--- src/rtl/id_ex_skid_stage.sv ---
// ID->EX pipeline stage: valid/ready handshake with a main + skid entry, branch flush,
// and saturating stall/flush statistics. All handshake outputs come straight from registers.
module id_ex_skid_stage #(
    parameter int CTRL_W    = 7,
    parameter int DATA_W    = 148,
    parameter int CNT_W     = 16,
    parameter bit ZERO_DATA = 1'b1
) (
    input  logic              clk,
    input  logic              rst,
    input  logic              flush,
    input  logic              in_valid,
    output logic              in_ready,
    input  logic [CTRL_W-1:0] in_ctrl,
    input  logic [DATA_W-1:0] in_data,
    output logic              out_valid,
    input  logic              out_ready,
    output logic [CTRL_W-1:0] out_ctrl,
    output logic [DATA_W-1:0] out_data,
    output logic [1:0]        occupancy,
    output logic [CNT_W-1:0]  stall_cnt,
    output logic [CNT_W-1:0]  flush_cnt
);

    localparam logic [CNT_W-1:0] CNT_MAX = {CNT_W{1'b1}};

    logic              main_valid, skid_valid;
    logic [CTRL_W-1:0] main_ctrl, skid_ctrl;
    logic [DATA_W-1:0] main_data, skid_data;

    logic              push, pop;
    logic [CNT_W+1:0]  flush_sum;

    // skid_valid implies main_valid, so the two bits encode 0/1/2 directly.
    assign occupancy = {main_valid & skid_valid, main_valid ^ skid_valid};
    assign in_ready  = ~skid_valid;
    assign out_valid = main_valid;
    assign out_ctrl  = main_ctrl;
    assign out_data  = main_data;

    assign push      = in_valid & in_ready & ~flush;
    assign pop       = main_valid & out_ready;
    assign flush_sum = {2'b00, flush_cnt} + (CNT_W + 2)'(occupancy);

    // NOTE: all state here uses non-blocking assignments so every register samples
    // pre-edge values; blocking would let main see the skid's new contents in the same edge.
    always_ff @(posedge clk) begin
        if (rst) begin
            main_valid <= 1'b0;
            skid_valid <= 1'b0;
            main_ctrl  <= '0;
            skid_ctrl  <= '0;
            main_data  <= '0;
            skid_data  <= '0;
            stall_cnt  <= '0;
            flush_cnt  <= '0;
        end else if (flush) begin
            main_valid <= 1'b0;
            skid_valid <= 1'b0;
            main_ctrl  <= '0;
            skid_ctrl  <= '0;
            if (ZERO_DATA) begin
                main_data <= '0;
                skid_data <= '0;
            end
            flush_cnt <= (flush_sum > (CNT_W + 2)'(CNT_MAX)) ? CNT_MAX : flush_sum[CNT_W-1:0];
        end else begin
            if (main_valid && !out_ready && stall_cnt != CNT_MAX)
                stall_cnt <= stall_cnt + CNT_W'(1);

            if (skid_valid) begin
                // Full: in_ready is low, so only a pop can move things along.
                if (pop) begin
                    main_ctrl  <= skid_ctrl;
                    main_data  <= skid_data;
                    skid_valid <= 1'b0;
                    skid_ctrl  <= '0;
                end
            end else if (main_valid) begin
                if (push && pop) begin
                    main_ctrl <= in_ctrl;
                    main_data <= in_data;
                end else if (push) begin
                    skid_valid <= 1'b1;
                    skid_ctrl  <= in_ctrl;
                    skid_data  <= in_data;
                end else if (pop) begin
                    main_valid <= 1'b0;
                    main_ctrl  <= '0;
                end
            end else if (push) begin
                main_valid <= 1'b1;
                main_ctrl  <= in_ctrl;
                main_data  <= in_data;
            end
        end
    end

endmodule
--- config.mk ---
export PLATFORM = sky130hd
export DESIGN_NAME = id_ex_skid_stage
export DESIGN_NICKNAME = d
export VERILOG_FILES = /design/src/rtl/id_ex_skid_stage.sv
export SDC_FILE = /design/constraint.sdc
export NUM_CORES = 1
export LEC_CHECK = 0
export ABC_AREA = 1
export CAP_MARGIN = 20
export CELL_PAD_IN_SITES_DETAIL_PLACEMENT = 0
export CELL_PAD_IN_SITES_GLOBAL_PLACEMENT = 1
export CORE_MARGIN = 2
export CORE_UTILIZATION = 35
export CTS_CLUSTER_SIZE = 24
export DETAILED_ROUTE_END_ITERATION = 6
export PLACE_DENSITY = 0.91
export SETUP_SLACK_MARGIN = 0.15
export SYNTH_ARGS = -nofsm -noshare
export SYNTH_HDL_FRONTEND = slang
export SYNTH_SLANG_ARGS = --single-unit
export TNS_END_PERCENT = 20
--- constraint.sdc ---
create_clock -name clk -period 2.7 [get_ports clk]
set_input_delay 0.675 -clock clk [delete_from_list [all_inputs] [get_ports clk]]
set_output_delay 0.675 -clock clk [all_outputs]
set_load 0.03 [all_outputs]
Word-level counts from Yosys, hierarchy flattened
Index checks and enable logic that the tools add are counted.

Add/subtract/negate cells: 2. Multipliers: 0. Div/mod/pow operators: 0. Order comparisons: 1. Equal/unequal tests: 5. Shift operators: 0. Muxes and demuxes: 24. Bitwise gates (word level): 8. Reductions and logical operators: 14.

Operator list (count): $mux 148 (5); $mux 7 (10); $add 16x2->17 (1); $gt 17x16->1 const B (1); $add 16x1->16 const B (1); $mux 16 (1); $ne 16x16->1 const B (1); $reduce_and 4->1 (3); $mux 1 (8); $reduce_bool 3->1 (2); $and 1x1->1 (4); $ne 4x3->1 const B (1); $reduce_bool 2->1 (2); $logic_and 1x1->1 (3); $ne 3x1->1 const B (1); $not 1->1 (3); $reduce_and 3->1 (1); $ne 2x1->1 const B (1); $ne 2x2->1 const B (1); $reduce_and 2->1 (1); $reduce_or 2->1 (1); $logic_not 1->1 (1); $xor 1x1->1 (1).

Bits in registers: 344. Bits in latches: 0. RAM bits: 0. ROM bits: 0. Input port bits: 160. Output and inout bits: 191. Logic and storage cells: 62. Memories kept: 0.

Logic depth before layout (Yosys ltp)
Gate-level depths: netlist (run 1).

Depth after elaboration: 7. Mapped depth: 13. Mapped depth without buffers: 12.

Worst setup path after synthesis (run 1)
No wires, ideal clock.

Path type: flip-flop to flip-flop. Start: reg skid_valid. End: reg flush_cnt[8]. Library setup time: 0.132 ns. Arrival: 2.563 ns. Data required time: 2.568 ns. Setup slack: 0.005 ns. Stages on the path, launching flop included: 11. Buffers on the path: 1. Period minus slack after synthesis: 2.695 ns. Cells stage by stage: dfxtp_1 > inv_2 > clkbuf_1 > ha_1 > ha_1 > fa_1 > nand2_1 > nor2_1 > nand3_1 > xor2_1 > a21oi_1.

Longest elaborated chain between the ends: 4. Elaborated cells between the ends (all ways): 5. Classes of those cells: add/sub: 1; order compare: 1; mux: 1; bitwise: 2.

RTL lines: start, declared (RTL line 27) `logic main_valid, skid_valid;`; start signal, assigned (RTL line 50) `skid_valid <= 1'b0;`; start signal, assigned (RTL line 59) `skid_valid <= 1'b0;`; start signal, assigned (RTL line 76) `skid_valid <= 1'b0;`; $xor 1x1->1 (*) (RTL line 35) `assign occupancy = {main_valid & skid_valid, main_valid ^ skid_valid};`; named net occupancy[0] (RTL line 20) `output logic [1:0] occupancy,`; $add 16x2->17 (*) (RTL line 43) `assign flush_sum = {2'b00, flush_cnt} + (CNT_W + 2)'(occupancy);`; $gt 17x16->1 (RTL line 66) `flush_cnt <= (flush_sum > (CNT_W + 2)'(CNT_MAX)) ? CNT_MAX : flush_sum[CNT_W-1:0];`; $mux 16 (*) (RTL line 66); end signal, assigned (RTL line 66); end, declared (RTL line 22) `output logic [CNT_W-1:0] flush_cnt`.

The timed path passes the listed nets; every way through them passes the cells marked *. A chain may end at the register's enable or synchronous reset.

Final worst setup path (run 1)
Start: reg main_valid, in the netlist out_valid. End: out out_valid.

RTL lines: start, declared (RTL line 27); start signal, assigned (RTL line 49) `main_valid <= 1'b0;`; start signal, assigned (RTL line 58) `main_valid <= 1'b0;`; start signal, assigned (RTL line 88) `main_valid <= 1'b0;`; end, declared (RTL line 16) `output logic out_valid,`.

No word-level cell between the ends.

==> metrics.md, run 1 <==
| Metric | Value |
|---|---|
| Status | finished clean |
| FF-to-FF path depth | 10 |
| Placed Cells | 2880 |
| Initial Util | 0.3538 |
| Slew Viols, Final | 0 |
| Final Hold Vio Count | 0 |
| Nets | 2556 |
| Crit start category | flop |
| Net Count, Synth | 2272 |
| Number of synthesized register bits | ~340 |
| Flop2flop setup slack | 0.45 ns |
| PwrDens | 601.1 nW/um^2 |
| Period utilisation layout | 0.9030 |
| Clk_lat worst skew | 0.54 ns |
| Die Y | approximately 210 um |
| P_int | about 0.0090 W |
| TritonRoute pass-1 iters | 6 |
| Met3 Wirelength | approximately 3.1 mm |
| Final worst slack | 0.2618 ns |
| VDD IR max | 0.0003960 V |
| Worst slack at placement | -0.06319 ns |
| Post-synthesis async set-or-reset flop share | 0 |
| Sequential share of power | 0.445 |
| WHS Path Cells | 2 |
| Crit path kind | reg -> out |
| Largest area contributor in the netlist | dfxtp_1 |
| Final setup fails | 0 |
| CTS sink count | roughly 340 |
| Clk root buf | clkbuf_16 |
| Top cells by area, synth | dfxtp_1 48%, nor2_1 14%, nand2_1 13% |
| CP Capture Type | output port |
| H-tree Lvls | 2 |
| DRT iter0 DRCs | 871 |
| First-pass GRT wire length | just over 70 mm |
| Fmax | 410.1 MHz |
| Sequential element share of the synthesized area | 0.4777 |
| Die Wd | 206.9 um |
| Post-synthesis cell area | around 14000 sq um |
| CTS tree | done |
| Routability cong. | roughly 0.83 |
| Io pins | 351 |
| Setup Skew | 0.01204 ns |
| Row count | 74 |
| Setup crit start | out_valid |
| R2r endpoint | flush_cnt[9] |
| Switching pwr | 0.002847 W |
| Number of global-route vias before repair | roughly 14000 |
| Max-cap viol count | 0 |
| Residual DRC | 0 |
| Cell area after layout | 19630 sq um |
| Number of enable flip-flop cells after synthesis | 0 |
| Beginning of the worst hold path | skid_ctrl[1] |
| Leak | 8.383 nW |
| Reg clk slew, reported paths | 0.06 ns |
| Met1 wire length | 19.41 mm |
| Arr. time, crit path | 1.76 ns |
| Post-DR vias/cell | 4.877 |
| Core area | about 41000 sq um |
| Synth top cells by count | 553 x nor2_1, 482 x nand2_1, 344 x dfxtp_1 |
| Setup bufs post-CTS | 0 |
| Top layer in use | met5 |
| Share of layout cells above drive strength 1 | 0.04353 |
| Area Overhead vs Synth | 36.19% |
| Slew headroom | 0.4260 |
| Clock share of power | 0.450 |
| Syn Inst Count | 2105 |
| GR Overflow Total | 0 |
| HPWL Detailed | 29.10 mm |
| Die area | 42830 sq um |
| Fin util | 0.4819 |
| DR WL/cell | 15.23 um |
| Overall routing resource usage | 0.2052 |
| Critical path peak fanout | 7 |
| Clock tree buffer depth | 3 |
| Post-synth cell types | 33 |
| WL final | 44.84 mm |
| Share of the synthesized area in the top cell type | 0.4777 |
| Detail Route Antenna Nets | 0 |
| Port-buffer cells | 350 |
| RSZ-0062 raised after global routing | no |
| Largest net degree at the start of global routing | 105 |
| DR vias | 14360 |
| Worst slew pin tran | 0.8609 ns |
| Dpl cell area | 18360 sq um |
| Min-delay worst type | reg -> reg |
| Worst r2r src | skid_valid |
| Setup TNS | 0 ns |
| Tmin final | 2.438 ns |
| Non-filler cells, final | 2945 |
| Hold endpoint | skid_ctrl[1] |
| Comb pwr share | 0.105 |
| Met2 WL | 21.10 mm |
| Worst EP required | 2.03 ns |
| Initial antenna violation count | 5 |
| Syn Area/Cell | ~6.8 sq um |
| YS warnings | 0 |
| Top_reg_cell synth | dfxtp_1 |
| Switch share | 0.2413 |
| Count leader, synth | nor2_1 |
| CTS Buf Count | 39 |
## critical path, cell delays in order, from the launching register on
cell	delay, ns
dfxtp_1	0.33
buf_4	0.15
clkdlybuf4s50_1	0.75
## what timing repair did
action | in CTS | in global routing
setup endpoints to repair | 1 | 9
gates resized for setup | 1 | 2
hold buffers | 0 | 0
hold endpoints to repair | 0 | 0
pin swaps | 0 | 0
## cells in the final DEF (no fill, tap or decap), drive strengths merged
master and n:
o21bai 1, dlygate4sd2 1, nor3 2, ha 6
clkbuf 58, nand4 7, nor2 559, a21oi 76
nand3b 4, nand2 484, bufinv 3, or2 1
clkinv 4, fa 1, a31oi 3, dfxtp 344
nand3 22, diode 1, and3 1, xor2 7
nor3b 1, inv 83, clkdlybuf4s50 347, buf 33
xnor2 7, o21ai 357
## per-stage QoR
step | hold WS [ns] | total power [W]
finish | 0.4664 | 0.01180
global route | 0.4887 | 0.01224
CTS | 0.4674 | 0.01195
floorplan | 0.4405 | 0.005967
global placement | 0.4491 | 0.006590
detailed placement | 0.4591 | 0.006599
## how the worst max path moves through the flow
stage	endpoint	slack, ns	cells after the start
3_5_place_dp	out_data[133]	-0.06	9
4_1_cts	out_valid	0.21	2
2_1_floorplan	flush_cnt[10]	0.22	12
6_report	out_valid	0.26	2
5_1_grt	occupancy[1]	0.18	3
3_3_place_gp	out_data[136]	0.05	9
## metal layers
layer / global-route usage / vias up
li1: - / 7226
met1: 0.2583 / 6666
met2: 0.3437 / 383
met3: 0.04867 / 79
met4: 0.07118 / 8
met5: 0 / -
## registers in the layout, summed over array words and instances, names as in the netlist
| register | count |
|---|---|
| stall_cnt | 16 |
| flush_cnt | 16 |
| skid_data | 148 |
| out_ctrl | 7 |
| out_data | 148 |
| skid_ctrl | 7 |
| skid_valid | 1 |
| out_valid | 1 |
## power by group through the flow
stage,clock network (W),logic [W],registers [W]
after global routing,0.00563,0.00135,0.00526
after CTS,0.00545,0.00125,0.00525
after floorplan,0,0.000421,0.00555
after global placement,0,0.00123,0.00536
after detailed placement,0,0.00124,0.00536
final,0.00531,0.00124,0.00525
## kinds of logic after synthesis
logic type      share of synthesized area
simple gates                       0.2889
compound gates                     0.1527
flops                              0.4777
buf+inv                           0.06562
xor+xnor                         0.008506
fa+ha+maj                        0.006597
## cell type report
class	count	area [sq um]
clock buffer	58	1160
inverter	84	321.6
clock inverter	6	106.4
multi-input combinational	1539	6598
sequential	344	6890
tap	532	665.6
timing repair buffer	381	3887
antenna	1	2.502
fill	4026	21110
No activity file was read; power rests on OpenSTA's default activity.
==> inputs of run 2 (changes only) <==
- CELL_PAD_IN_SITES_DETAIL_PLACEMENT: 0 -> 1
- CELL_PAD_IN_SITES_GLOBAL_PLACEMENT: 1 -> 2
- CORE_ASPECT_RATIO: default -> 1.5
- CORE_UTILIZATION: 35 -> 27
- TNS_END_PERCENT: 20 -> 100
==> metrics.md, run 2 (synthesis results as in run 1) <==
| Metric | Value |
|---|---|
| Final worst slack | 0.2765 ns (+0.01469 ns) |
| Number of global-route vias before repair | 15420 (+12%) |
| CTS Buf Count | 38 (-2.6%) |
| Clk root buf | clkbuf_16 |
| Hold endpoint | skid_ctrl[2] |
| Leak | 8.429 nW (+0.54%) |
| WL final | 51.93 mm (+16%) |
| Largest net degree at the start of global routing | 137 (+30%) |
| First-pass GRT wire length | 82.50 mm (+16%) |
| Reg clk slew, reported paths | 0.06 ns (about the same) |
| Flop2flop setup slack | 0.30 ns (-0.15 ns) |
| Clk_lat worst skew | 0.53 ns (about the same) |
| DR vias | 14690 (+2.3%) |
| H-tree Lvls | 2 (unchanged) |
| Detail Route Antenna Nets | 0 (unchanged) |
| RSZ-0062 raised after global routing | no |
| Area Overhead vs Synth | 38.14% |
| Routability cong. | 0.7837 (-6.0%) |
| Arr. time, crit path | 1.75 ns (about the same) |
| DR WL/cell | 16.73 um (+9.9%) |
| TritonRoute pass-1 iters | 4 (-2) |
| Final setup fails | 0 (unchanged) |
| Setup Skew | 0.01127 ns (-0.0007693 ns) |
| Post-DR vias/cell | 4.731 (-3.0%) |
| Residual DRC | 0 (unchanged) |
| Worst slack at placement | 0.06409 ns (+0.1273 ns) |
| Die Wd | 192.7 um (-6.9%) |
| FF-to-FF path depth | 10 (unchanged) |
| Crit start category | flop |
| Non-filler cells, final | 3104 (+5.4%) |
| Commonest non-fill, non-tap cell in the layout | nor2_1 |
| Beginning of the worst hold path | skid_ctrl[2] |
| Worst slew pin tran | 0.9969 ns (+0.1359 ns) |
| GR Overflow Total | 0 (unchanged) |
| Setup bufs post-CTS | 0 (unchanged) |
| Overall routing resource usage | 0.1860 (-0.01923) |
| Tmin final | 2.423 ns (-0.01469 ns) |
| Critical path peak fanout | 79 (+72) |
| HPWL Detailed | 35.15 mm (+21%) |
| Share of layout cells above drive strength 1 | 0.04799 (+0.004461) |
| Slew Viols, Final | 0 (unchanged) |
| DRT iter0 DRCs | 570 (-35%) |
| Port-buffer cells | 350 (unchanged) |
| Final Hold Vio Count | 0 (unchanged) |
| Most frequent cells in the layout | 553 x nor2_1, 482 x nand2_1, 347 x clkdlybuf4s50_1, 342 x dfxtp_1, 317 x o21ai_0 |
| CP Capture Type | output port |
| Die Y | 287.0 um (+39%) |
| Die area | 55290 sq um (+29%) |
| CTS sink count | 344 (unchanged) |
| Worst r2r src | out_valid |
| WHS Path Cells | 2 (unchanged) |
| R2r endpoint | flush_cnt[9] |
| VDD IR max | 0.0004173 V (+5.4%) |
| Worst EP required | 2.03 ns (about the same) |
| # hold bufs at CTS | 0 (unchanged) |
| Period utilisation layout | 0.8976 (-0.005440) |
| Fin util | 0.3778 (-0.1041) |
| Nets | 2557 (+0.039%) |
| Placed Cells | 3032 (+5.3%) |
| PwrDens | 604.1 nW/um^2 (+0.49%) |
| Setup TNS | 0 ns (unchanged) |
| Core area | 52710 sq um (+29%) |
| Io pins | 351 (unchanged) |
| Slew headroom | 0.3354 (-0.09061) |
| Crit path kind | reg -> out |
| CTS tree | done |
| Initial antenna violation count | 8 (+3) |
| Min-delay worst type | reg -> reg |
| Clock tree buffer depth | 3 (unchanged) |
| Initial Util | 0.2735 (-0.08036) |
| Status | finished clean |
| Fmax | 412.6 MHz (+0.61%) |
| Row count | 103 (+39%) |
| Max-cap viol count | 0 (unchanged) |
==> run 2: changes by cell type in the layout (fill, tap and decap cells not counted), sizes merged <==
cell / delta
diode: +4
clkbuf: -4
buf: +2
bufinv: +2
clkinv: +5
==> run 2: timing repair <==
item | 4_1_cts | 5_1_grt
endpoints found under the hold margin | 0 | 0
resized for setup | 2 | 2
endpoints found under the setup margin | 2 | 11
cloned | 0 | 0
==> run 2: routing by layer <==
metal  share of wire  vias up  track usage
met5         0.00089        -            0
met3           0.052      104      0.04017
li1                -     7232            -
met4           0.043        6      0.08664
met1            0.40     7015       0.2103
met2            0.51      329       0.3296
==> run 2: report_power, final <==
part | total [W] | internal [W] | switching, W
Sequential | 0.00525 | 0.00518 | 0.0000683
Clock | 0.00551 | 0.00337 | 0.00214
Combinational | 0.00127 | 0.000537 | 0.000728
Total | 0.0120 | 0.00909 | 0.00294
==> run 2: worst max-delay path: stages (launching register included) <==
cell     delay [ns]
dfxtp_4        0.36
inv_4          0.06
buf_6          0.49
buf_4          0.28
==> run 2: final cells by class <==
| class | instances | area, sq um |
|---|---|---|
| fill | 6461 | 32800 |
| sequential | 344 | 6892 |
| multi-input combinational | 1539 | 6603 |
| timing repair buffer | 383 | 3911 |
| clock buffer | 54 | 1122 |
| tap | 682 | 853.3 |
| inverter | 84 | 321.6 |
| clock inverter | 13 | 197.7 |
| antenna | 5 | 12.51 |
==> run 2: metrics by stage <==
step	hold slack (ns)	area (sq um)	power [W]
final	0.4623	19910	0.01203
after global routing	0.4740	19910	0.01253
after floorplan	0.4405	14420	0.005967
after detailed placement	0.4523	18570	0.006639
after global placement	0.4479	18570	0.006619
after CTS	0.4615	19890	0.01225
==> run 2: worst max-delay path by stage <==
stage               slack, ns             to  cells after the start  startpoint
floorplan                0.22  flush_cnt[10]                     12  skid_valid
global placement         0.16   flush_cnt[9]                      9       flush
finish                   0.28       in_ready                      3  skid_valid
CTS                      0.17   occupancy[1]                      2   out_valid
global route             0.15       in_ready                      3  skid_valid
detailed placement       0.06  out_data[128]                      9       flush
==> inputs of run 3 (changes only) <==
- SLEW_MARGIN: default -> 20
==> results of run 3 <==
No change in the layout: final DEF, timing and power equal those of run 2.
